===== src/rtl/mem_burst_pkg.sv =====
// mem_burst_pkg: shared state encoding, word size and burst range helper
package mem_burst_pkg;
  typedef enum logic [2:0] {IDLE, CHECK, WRITE, READ, RESP} mbm_state_e;
  localparam int unsigned WORD_BYTES = 4;
  // True when the burst ends at or below the top of the memory; 64-bit math so address overflow cannot wrap into range
  function automatic logic burst_in_range(input logic [63:0] addr, input logic [3:0] len, input int unsigned depth);
    logic [63:0] end_a;
    end_a = addr + 64'(WORD_BYTES) * (64'(len) + 64'd1);
    return end_a <= 64'(WORD_BYTES) * 64'(depth);
  endfunction
endpackage


===== src/rtl/mbm_addr_check.sv =====
// mbm_addr_check: combinational alignment and range check of a latched burst request
module mbm_addr_check import mem_burst_pkg::*; #(
  parameter int MEMORY_DEPTH = 64,
  parameter int DATA_WIDTH = 32
) (
  input  logic [DATA_WIDTH-1:0] addr_i,
  input  logic [3:0]            len_i,
  output logic                  err_o
);
  assign err_o = (addr_i[1:0] != 2'd0) || !burst_in_range(64'(addr_i), len_i, MEMORY_DEPTH);
endmodule


===== src/rtl/mem_burst_master.sv =====
// mem_burst_master: burst request to word-access controller driving a single-port memory
module mem_burst_master import mem_burst_pkg::*; #(
  parameter int MEMORY_DEPTH = 64,
  parameter int DATA_WIDTH = 32
) (
  input  logic                  clk,
  input  logic                  reset,
  input  logic                  req_valid_i,
  output logic                  req_ready_o,
  input  logic                  req_write_i,
  input  logic [DATA_WIDTH-1:0] req_addr_i,
  input  logic [3:0]            req_len_i,
  input  logic                  wdata_valid_i,
  output logic                  wdata_ready_o,
  input  logic [DATA_WIDTH-1:0] wdata_i,
  output logic                  rsp_valid_o,
  input  logic                  rsp_ready_i,
  output logic [DATA_WIDTH-1:0] rsp_data_o,
  output logic                  rsp_last_o,
  output logic                  rsp_err_o,
  output logic                  mem_we_o,
  output logic [DATA_WIDTH-1:0] mem_addr_o,
  output logic [DATA_WIDTH-1:0] mem_wdata_o,
  input  logic [DATA_WIDTH-1:0] mem_rdata_i
);
  mbm_state_e state_q, state_d;
  logic write_q, write_d;
  logic [DATA_WIDTH-1:0] addr_q, addr_d, rsp_data_q, rsp_data_d, next_addr;
  logic [3:0] beats_q, beats_d;
  logic rsp_valid_q, rsp_valid_d, rsp_last_q, rsp_last_d, rsp_err_q, rsp_err_d;
  logic chk_err;
  mbm_addr_check #(.MEMORY_DEPTH(MEMORY_DEPTH), .DATA_WIDTH(DATA_WIDTH)) u_check (
    .addr_i(addr_q),
    .len_i (beats_q),
    .err_o (chk_err)
  );
  assign next_addr = addr_q + DATA_WIDTH'(WORD_BYTES);
  assign req_ready_o = state_q == IDLE;
  assign wdata_ready_o = state_q == WRITE;
  assign mem_we_o = wdata_ready_o && wdata_valid_i;
  assign mem_addr_o = addr_q;
  assign mem_wdata_o = wdata_ready_o ? wdata_i : '0;
  assign rsp_valid_o = rsp_valid_q;
  assign rsp_data_o = rsp_data_q;
  assign rsp_last_o = rsp_last_q;
  assign rsp_err_o = rsp_err_q;
  // Next-state, counter and response-register logic of the burst FSM
  always_comb begin
    state_d = state_q;
    write_d = write_q;
    addr_d = addr_q;
    beats_d = beats_q;
    rsp_valid_d = rsp_valid_q;
    rsp_data_d = rsp_data_q;
    rsp_last_d = rsp_last_q;
    rsp_err_d = rsp_err_q;
    case (state_q)
      IDLE: if (req_valid_i) begin
        state_d = CHECK;
        write_d = req_write_i;
        addr_d = req_addr_i;
        beats_d = req_len_i;
      end
      CHECK: begin
        state_d = chk_err ? RESP : (write_q ? WRITE : READ);
        rsp_valid_d = chk_err;
        rsp_err_d = chk_err;
        rsp_last_d = chk_err;
        rsp_data_d = '0;
      end
      WRITE: if (wdata_valid_i) begin
        addr_d = next_addr;
        beats_d = beats_q - 4'd1;
        if (beats_q == 4'd0) begin
          state_d = RESP;
          rsp_valid_d = 1'b1;
          rsp_last_d = 1'b1;
          rsp_err_d = 1'b0;
          rsp_data_d = '0;
        end
      end
      READ: begin
        state_d = RESP;
        rsp_valid_d = 1'b1;
        rsp_last_d = beats_q == 4'd0;
        rsp_err_d = 1'b0;
        rsp_data_d = mem_rdata_i;
      end
      RESP: if (rsp_ready_i) begin
        rsp_valid_d = 1'b0;
        rsp_last_d = 1'b0;
        rsp_err_d = 1'b0;
        rsp_data_d = '0;
        state_d = (!write_q && !rsp_err_q && beats_q != 4'd0) ? READ : IDLE;
        if (!write_q && !rsp_err_q && beats_q != 4'd0) begin
          addr_d = next_addr;
          beats_d = beats_q - 4'd1;
        end
      end
      default: state_d = IDLE;
    endcase
  end
  // State and datapath registers; reset abandons any burst in flight
  always_ff @(posedge clk) begin
    if (reset) begin
      state_q <= IDLE;
      write_q <= 1'b0;
      addr_q <= '0;
      beats_q <= '0;
      rsp_valid_q <= 1'b0;
      rsp_data_q <= '0;
      rsp_last_q <= 1'b0;
      rsp_err_q <= 1'b0;
    end else begin
      state_q <= state_d;
      write_q <= write_d;
      addr_q <= addr_d;
      beats_q <= beats_d;
      rsp_valid_q <= rsp_valid_d;
      rsp_data_q <= rsp_data_d;
      rsp_last_q <= rsp_last_d;
      rsp_err_q <= rsp_err_d;
    end
  end
endmodule


===== config.mk =====
export PLATFORM = sky130hd
export DESIGN_NAME = mem_burst_master
export DESIGN_NICKNAME = d
export VERILOG_FILES = /design/src/rtl/mem_burst_pkg.sv /design/src/rtl/mbm_addr_check.sv /design/src/rtl/mem_burst_master.sv
export SDC_FILE = /design/constraint.sdc
export NUM_CORES = 1
export LEC_CHECK = 0
export ABC_AREA = 0
export CAP_MARGIN = 20
export CORE_ASPECT_RATIO = 0.9
export CORE_MARGIN = 3
export CORE_UTILIZATION = 39
export CTS_CLUSTER_DIAMETER = 50
export DETAILED_ROUTE_END_ITERATION = 10
export PLACE_DENSITY = 0.74
export SETUP_SLACK_MARGIN = 0.1
export SLEW_MARGIN = 20
export SYNTH_ARGS = -nofsm -noshare
export SYNTH_HDL_FRONTEND = slang
export SYNTH_SLANG_ARGS = --single-unit

===== constraint.sdc =====
create_clock -name clk -period 3.1 [get_ports clk]
set_clock_uncertainty 0.1 [all_clocks]
set_input_delay 0.62 -clock clk [delete_from_list [all_inputs] [get_ports clk]]
set_output_delay 0.62 -clock clk [all_outputs]
set_load 0.02 [all_outputs]

== Yosys cells after proc, flatten, opt, wreduce, memory -nomap -nowiden ==
Cells that the tools add are included.

* Add/subtract/negate cells: 4
* Multipliers: 0
* Div/mod/pow operators: 0
* Order comparisons: 1
* Equal/unequal tests: 9
* Shift operators: 0
* Multiplexer cells: 31
* Bitwise logic cells: 0
* Reductions and logical operators: 17

{| class="wikitable"
|+ Operators by type and width
! operator !! count
|-
| $mux 32 || 8
|-
| $pmux 32 s4 || 1
|-
| $pmux 32 s3 || 1
|-
| $add 32x64->64 || 1
|-
| $le 64x9->1 const B || 1
|-
| $add 32x3->32 const B || 1
|-
| $mux 4 || 4
|-
| $mux 3 || 5
|-
| $pmux 3 s5 || 1
|-
| $pmux 1 s4 || 3
|-
| $pmux 4 s3 || 1
|-
| $ne 2x2->1 const B || 4
|-
| $reduce_and 4->1 || 2
|-
| $reduce_bool 4->1 || 2
|-
| $eq 3x2->1 const B || 2
|-
| $mux 1 || 6
|-
| $add 4x1->5 const B || 1
|-
| $reduce_and 5->1 || 1
|-
| $logic_not 4->1 || 1
|-
| $sub 4x1->4 const B || 1
|-
| $eq 3x1->1 const B || 1
|-
| $eq 3x3->1 const B || 1
|-
| $logic_and 1x1->1 || 3
|-
| $logic_not 1->1 || 3
|-
| other kinds (7) || 7
|}

* Flip-flop bits (word level): 75
* Latch bits: 0
* RAM bits: 0
* Memory bits (read-only): 0
* Output and inout port bits: 102
* Memories kept: 0

== Logic depth before layout (Yosys ltp) ==
* Depth after elaboration: 7
* Depth in mapped cells: 11

== Modules after synthesis ==
From an unflattened synthesis, not the netlist that was laid out.

* Cells, all modules: 636
* Area, all modules: 4885.9 um2

{| class="wikitable"
|+ By module, submodules not included
! module !! instances !! cells each !! area an instance (um2) !! seq. area each (um2)
|-
| mem_burst_master || 1 || 504 || 3966.3 || 1501.4
|-
| mbm_addr_check || 1 || 132 || 919.6 || 0.0
|}

== Least setup slack after synthesis ==
Ideal clock, no wire load.

* Path kind: register to register
* From: register beats_q[0]
* To: register rsp_valid_q, in the netlist rsp_valid_o
* Library setup time: 0.148 ns
* Data arrival time: 2.843 ns
* Path slack: 0.009 ns
* Stages on the path, launching flop included: 12
* Buffers on the path: 1
* Cell sequence: dfxtp_1 -> ha_1 -> and3_1 -> ha_1 -> buf_6 -> nand2_1 -> a211o_1 -> a21oi_1 -> mux2_2 -> o21a_1 -> nor4_2 -> a41oi_1

* Longest elaborated chain between the ends: 6
* Elaborated cells on any way between the ends: 9

{| class="wikitable"
|+ Ends and longest elaborated chain
! item !! line !! source
|-
| from (decl) || mem_burst_master.sv:29 || <nowiki>logic [3:0] beats_q, beats_d;</nowiki>
|-
| from (signal assigned) || mem_burst_master.sv:118 || <nowiki>beats_q <= beats_d;</nowiki>
|-
| $add 4x1->5 || mem_burst_pkg.sv:8 || <nowiki>end_a = addr + 64'(WORD_BYTES) * (64'(len) + 64'd1);</nowiki>
|-
| $add 32x64->64 || mem_burst_pkg.sv:8 ||
|-
| $le 64x9->1 || mem_burst_pkg.sv:9 || <nowiki>return end_a <= 64'(WORD_BYTES) * 64'(depth);</nowiki>
|-
| $logic_not 1->1 || mbm_addr_check.sv:10 || <nowiki>assign err_o = (addr_i[1:0] != 2'd0) || !burst_in_range(64'(addr_i), len_i, MEMORY_DEPTH);</nowiki>
|-
| $logic_or 1x1->1 || mbm_addr_check.sv:10 ||
|-
| $pmux 1 s4 || mem_burst_master.sv:57 || <nowiki>case (state_q)</nowiki>
|-
| to (signal assigned) || mem_burst_master.sv:119 || <nowiki>rsp_valid_q <= rsp_valid_d;</nowiki>
|-
| to (decl) || mem_burst_master.sv:30 || <nowiki>logic rsp_valid_q, rsp_valid_d, rsp_last_q, rsp_last_d, rsp_err_q, rsp_err_d;</nowiki>
|}

Several ways; a longest one is shown, not always the timed one.
A chain may end at the register's enable or synchronous reset.

== Worst setup path in the final report ==
* From: register beats_q[1]
* To: register state_q[1]

* Longest elaborated chain between the ends: 7
* Elaborated cells on any way between the ends: 14

{| class="wikitable"
|+ Ends and longest elaborated chain
! item !! line !! source
|-
| $add 4x1->5 || mem_burst_pkg.sv:8 ||
|-
| $add 32x64->64 || mem_burst_pkg.sv:8 ||
|-
| $le 64x9->1 || mem_burst_pkg.sv:9 ||
|-
| $logic_not 1->1 || mbm_addr_check.sv:10 ||
|-
| $logic_or 1x1->1 || mbm_addr_check.sv:10 ||
|-
| $mux 3 || mem_burst_master.sv:65 || <nowiki>state_d = chk_err ? RESP : (write_q ? WRITE : READ);</nowiki>
|-
| $pmux 3 s5 || mem_burst_master.sv:57 ||
|-
| to (signal assigned) || mem_burst_master.sv:115 || <nowiki>state_q <= state_d;</nowiki>
|-
| to (decl) || mem_burst_master.sv:26 || <nowiki>mbm_state_e state_q, state_d;</nowiki>
|}

Several ways; a longest one is shown, not always the timed one. The select of a mux whose other input is x is not followed.

==> flow_results.xml <==
<?xml version="1.0" encoding="UTF-8"?>
<metrics>
  <group name="status">
    <metric name="outcome" unit="">complete, but fails checks</metric>
    <metric name="violations" unit="">negative setup slack</metric>
  </group>
  <group name="finish">
    <metric name="final_nets" unit="">966</metric>
    <metric name="fraction_of_final_layout_cells_sized_beyond_drive_strength_1" unit="%">13.11</metric>
    <metric name="filler_cell_count" unit="">1027</metric>
    <metric name="area_used_by_multi_input_combinational_logic" unit="mm²">0.003356</metric>
    <metric name="final-seq-area" unit="mm²">0.001510</metric>
    <metric name="syn2layout_area_growth" unit="%">56.95</metric>
    <metric name="insertedDiodeCount" unit="">0</metric>
    <metric name="final_common_cell" unit="">sky130_fd_sc_hd__clkdlybuf4s50_1</metric>
    <metric name="layout_common_cells" unit="">205 x sky130_fd_sc_hd__clkdlybuf4s50_1, 72 x sky130_fd_sc_hd__nor2_1, 72 x sky130_fd_sc_hd__dfxtp_1</metric>
  </group>
  <group name="setup_path">
    <metric name="critical_path.reg2reg.endpoint" unit="">state_q[1]</metric>
    <metric name="cp-start-kind" unit="">flop</metric>
    <metric name="path_max_fanout" unit="">6</metric>
    <metric name="cpMaxStageDelayCell" unit="">sky130_fd_sc_hd__dfxtp_4</metric>
    <metric name="cpMostUsedCell" unit="">sky130_fd_sc_hd__buf_4</metric>
    <metric name="reg2reg_setup_slack" unit="ns">-0.07</metric>
    <metric name="r2r_start" unit="">beats_q[1]</metric>
    <metric name="worst-r2r-cell-count" unit="">13</metric>
    <metric name="class_of_the_most_critical_setup_path" unit="">reg2reg</metric>
    <metric name="required" unit="ns">3.24</metric>
    <metric name="timing.critical_path.arrival" unit="ns">3.31</metric>
    <metric name="timing.critical_path.cells" unit="">inv_2 -&gt; ha_4 -&gt; inv_1 -&gt; fa_2 -&gt; and4b_4 -&gt; a211oi_4 -&gt; buf_4 -&gt; nor4_2 -&gt; mux2_2 -&gt; nand4_1 -&gt; nor4_4 -&gt; buf_4 -&gt; a31o_1</metric>
    <metric name="critPathCaptureType" unit="">flop</metric>
    <metric name="worst_path_largest_cell_delay" unit="ns">0.39</metric>
  </group>
  <group name="global_routing">
    <metric name="number_of_antenna_violations_at_the_first_check_in_global_routing" unit="">0</metric>
    <metric name="grt_first_pass_wirelength" unit="mm">28.32</metric>
    <metric name="grt_max_degree" unit="">62</metric>
    <metric name="grt.total_usage" unit="%">24.34</metric>
    <metric name="grt_pass1_vias" unit="">5465</metric>
    <metric name="gr-total-overflow" unit="">0</metric>
  </group>
  <group name="power_and_ir_drop">
    <metric name="internal-power" unit="mW">3.303</metric>
    <metric name="power.density_cell_area" unit="mW/mm²">784.8</metric>
    <metric name="p_clk_share" unit="%">16.7</metric>
    <metric name="pwr-share-seq" unit="%">27.7</metric>
    <metric name="p_total" unit="mW">6.111</metric>
    <metric name="sw_share" unit="%">45.95</metric>
    <metric name="comb_power_share" unit="%">55.6</metric>
    <metric name="maximum_vdd_drop" unit="mV">0.5581</metric>
    <metric name="p_leak" unit="nW">2.753</metric>
    <metric name="power.net_switching" unit="mW">2.808</metric>
  </group>
  <group name="timing">
    <metric name="postLayoutSetupSlackWorst" unit="ns">-0.07311</metric>
    <metric name="timing.setup.tns" unit="ns">-0.2472</metric>
    <metric name="rsz0062_at_grt" unit="">true</metric>
    <metric name="fmax" unit="MHz">315.1</metric>
    <metric name="hold_violations" unit="">0</metric>
    <metric name="setup-violations-final" unit="">6</metric>
    <metric name="slew_viol_final" unit="">0</metric>
    <metric name="fin_crit_sh" unit="%">102.4</metric>
    <metric name="worstMarginPinSlew" unit="ns">0.7412</metric>
    <metric name="maxSlewHeadroom" unit="%">50.47</metric>
    <metric name="fin_crit" unit="ns">3.173</metric>
  </group>
  <group name="clocking">
    <metric name="clk_pin_slew" unit="ns">0.07</metric>
    <metric name="cts_tree" unit="">built</metric>
    <metric name="postCtsHoldBufs" unit="">0</metric>
    <metric name="cts-root-buf" unit="">sky130_fd_sc_hd__clkbuf_16</metric>
    <metric name="ctsLongestPathBuffers" unit="">2</metric>
    <metric name="clkLatencyLatePin" unit="ns">0.35</metric>
    <metric name="cts_inserted_buffers" unit="">9</metric>
    <metric name="clkSinkCount" unit="">75</metric>
    <metric name="h-tree-depth" unit="">3</metric>
  </group>
  <group name="yosys">
    <metric name="compound_gate_portion_of_the_synthesized_area" unit="%">25.02</metric>
    <metric name="xor_xnor_cell_area_share_of_the_yosys_netlist" unit="%">2.472</metric>
    <metric name="synth_fa_ha_area_share" unit="%">2.926</metric>
    <metric name="yosys.cell_types.count" unit="">70</metric>
    <metric name="ys_ff_latch" unit="">75</metric>
    <metric name="postSynth.topFlopCell" unit="">sky130_fd_sc_hd__dfxtp_1</metric>
    <metric name="post_synth_mux_area_share" unit="%">1.286</metric>
    <metric name="synth_enable_flop_cells" unit="">0</metric>
    <metric name="synthSimpleGateAreaFrac" unit="%">30.21</metric>
    <metric name="synth_area" unit="mm²">0.004961</metric>
    <metric name="synthesis.instances" unit="">652</metric>
    <metric name="syn-num-nets" unit="">769</metric>
    <metric name="dominant_combinational_cell_family_by_area_after_synthesis" unit="">simple AND/OR/NAND/NOR gates</metric>
    <metric name="synthesis.yosys.warnings" unit="">0</metric>
    <metric name="syn_avg_cell_area" unit="µm²">7.609</metric>
    <metric name="postSynth.asyncResetShare" unit="%">0</metric>
    <metric name="yosysSeqAreaShare" unit="%">30.26</metric>
  </group>
  <group name="min_path">
    <metric name="hold_path.startpoint" unit="">mem_addr_o[1]</metric>
    <metric name="min_path_type" unit="">reg2reg</metric>
    <metric name="timing.hold.worst_path_depth" unit="">2</metric>
    <metric name="timing.hold.worst_endpoint" unit="">mem_addr_o[1]</metric>
  </group>
  <group name="routing">
    <metric name="remaining_drc_errors" unit="">0</metric>
    <metric name="wire_per_inst" unit="µm">18.05</metric>
    <metric name="vias" unit="">5799</metric>
    <metric name="drt_pre_antenna_iters" unit="">5</metric>
    <metric name="drtIter0Drc" unit="">408</metric>
    <metric name="vias_per_cell" unit="">5.719</metric>
    <metric name="totalWireLength" unit="mm">18.31</metric>
    <metric name="ant_nets" unit="">0</metric>
  </group>
  <group name="placed_design">
    <metric name="placement.setup.worst_slack" unit="ns">-0.1504</metric>
    <metric name="dp_hpwl" unit="mm">12.93</metric>
    <metric name="gpl.final_weighted_congestion" unit="">0.9541</metric>
    <metric name="place.port_buffers" unit="">207</metric>
  </group>
  <group name="floorplan">
    <metric name="placeableCoreArea" unit="mm²">0.01222</metric>
    <metric name="floorplan_die_height" unit="µm">113.0</metric>
    <metric name="die_w" unit="µm">124.9</metric>
    <metric name="initial_utilization" unit="%">40.60</metric>
    <metric name="design.die.area" unit="mm²">0.01411</metric>
    <metric name="floorplan.rows" unit="">38</metric>
    <metric name="io-pin-count" unit="">208</metric>
  </group>
  <group name="job">
    <metric name="drv.max_cap_violation_count" unit="">0</metric>
  </group>
</metrics>
-- state kept, by name, summed over array words and instances (netlist names) --
name and flops:
mem_addr_o 32, rsp_data_o 32, beats_q 4, state_q 3, rsp_err_o 1, rsp_last_o 1
rsp_valid_o 1, write_q 1
-- power by group through the flow --
stage | registers [mW] | clock network (mW) | logic, mW
after global placement | 1.63 | 0 | 3.00
after CTS | 1.64 | 1.05 | 3.20
after floorplan | 1.67 | 0 | 1.94
after global routing | 1.73 | 1.08 | 3.66
after detailed placement | 1.64 | 0 | 3.06
final | 1.69 | 1.02 | 3.40
-- critical path, delay by kind of cell, from the launching register on --
family | cells | cell delay [ns]
AOI/OAI and AO/OA | 2 | 0.27
buffers and inverters | 4 | 0.46
adders and majority gates | 2 | 0.62
and+or+nand+nor | 4 | 0.84
DFF | 1 | 0.39
muxes | 1 | 0.36
-- final cells by class --
| cell class | count | share of cell area [%] |
|---|---|---|
| inverter | 11 | 0.5624 |
| timing repair buffer | 246 | 30.69 |
| tap | 160 | 2.571 |
| clock buffer | 11 | 3.117 |
| multi-input combinational | 506 | 43.10 |
| sequential | 75 | 19.40 |
| clock inverter | 5 | 0.5624 |
-- Yosys cell counts (all sizes together), types with 4 or more instances --
library cell,n,area [µm²]
clkbuf,48,231.5
a21oi,43,215.2
o21ai,35,175.2
nand2,63,236.5
a22oi,38,285.3
or2,4,25.02
dfxtp,75,1501
and4,6,53.80
and3,6,37.54
nor2,73,274.0
o31ai,7,52.55
nand2b,5,31.28
nand4,20,131.4
nand3,25,130.1
or3,7,45.05
xnor2,8,70.07
and2,37,231.5
ha,10,125.1
nor4,10,90.08
buf,10,71.32
a31o,5,43.80
a31oi,7,43.79
inv,11,41.29
xor2,6,52.55
a21o,8,62.56
nor3,20,110.1
o22ai,6,37.54
a211oi,18,147.6
-- metrics by stage --
step,instances,hold WS (ns),instance area (µm²),util [%]
3_3_place_gp,984,0.3643,7101,58.11
6_report,1014,0.3762,7786,63.72
4_1_cts,1008,0.3793,7560,61.87
2_1_floorplan,652,0.3500,4974,-
3_5_place_dp,984,0.3670,7106,58.15
5_1_grt,1014,0.4132,7786,63.72
-- worst max path at each step --
stage,from,to,slack [ns],depth (start not counted)
after global routing,beats_q[0],state_q[2],-0.20,11
after CTS,beats_q[0],rsp_valid_o,-0.03,11
after global placement,beats_q[0],rsp_valid_o,0.02,11
after floorplan,beats_q[0],rsp_valid_o,0.14,11
final,beats_q[1],state_q[1],-0.07,13
after detailed placement,beats_q[0],rsp_valid_o,-0.15,10
-- kinds of logic (layout without fill, tap and decap cells) --
logic type	after synthesis	count (layout)
flops	75	75
compound gates	187	187
mux	6	6
simple gates	288	288
fa+ha+maj	11	11
xor+xnor	14	14
buf+inv	71	273
-- metal layers --
metal | up-vias | track usage [%] | part of all wire [%]
li1 | 2763 | - | -
met1 | 2709 | 31.38 | 42
met2 | 289 | 39.70 | 47
met3 | 38 | 6.324 | 8.1
met4 | 0 | 8.743 | 2.4
met5 | - | 0 | 0
-- repair_timing --
action / 4_1_cts / 5_1_grt
setup buffers: 8 / 6
pin swaps: 12 / 18
setup endpoints to repair: 15 / 16
gates resized for setup: 23 / 28
(Power assumes the default switching activity.)
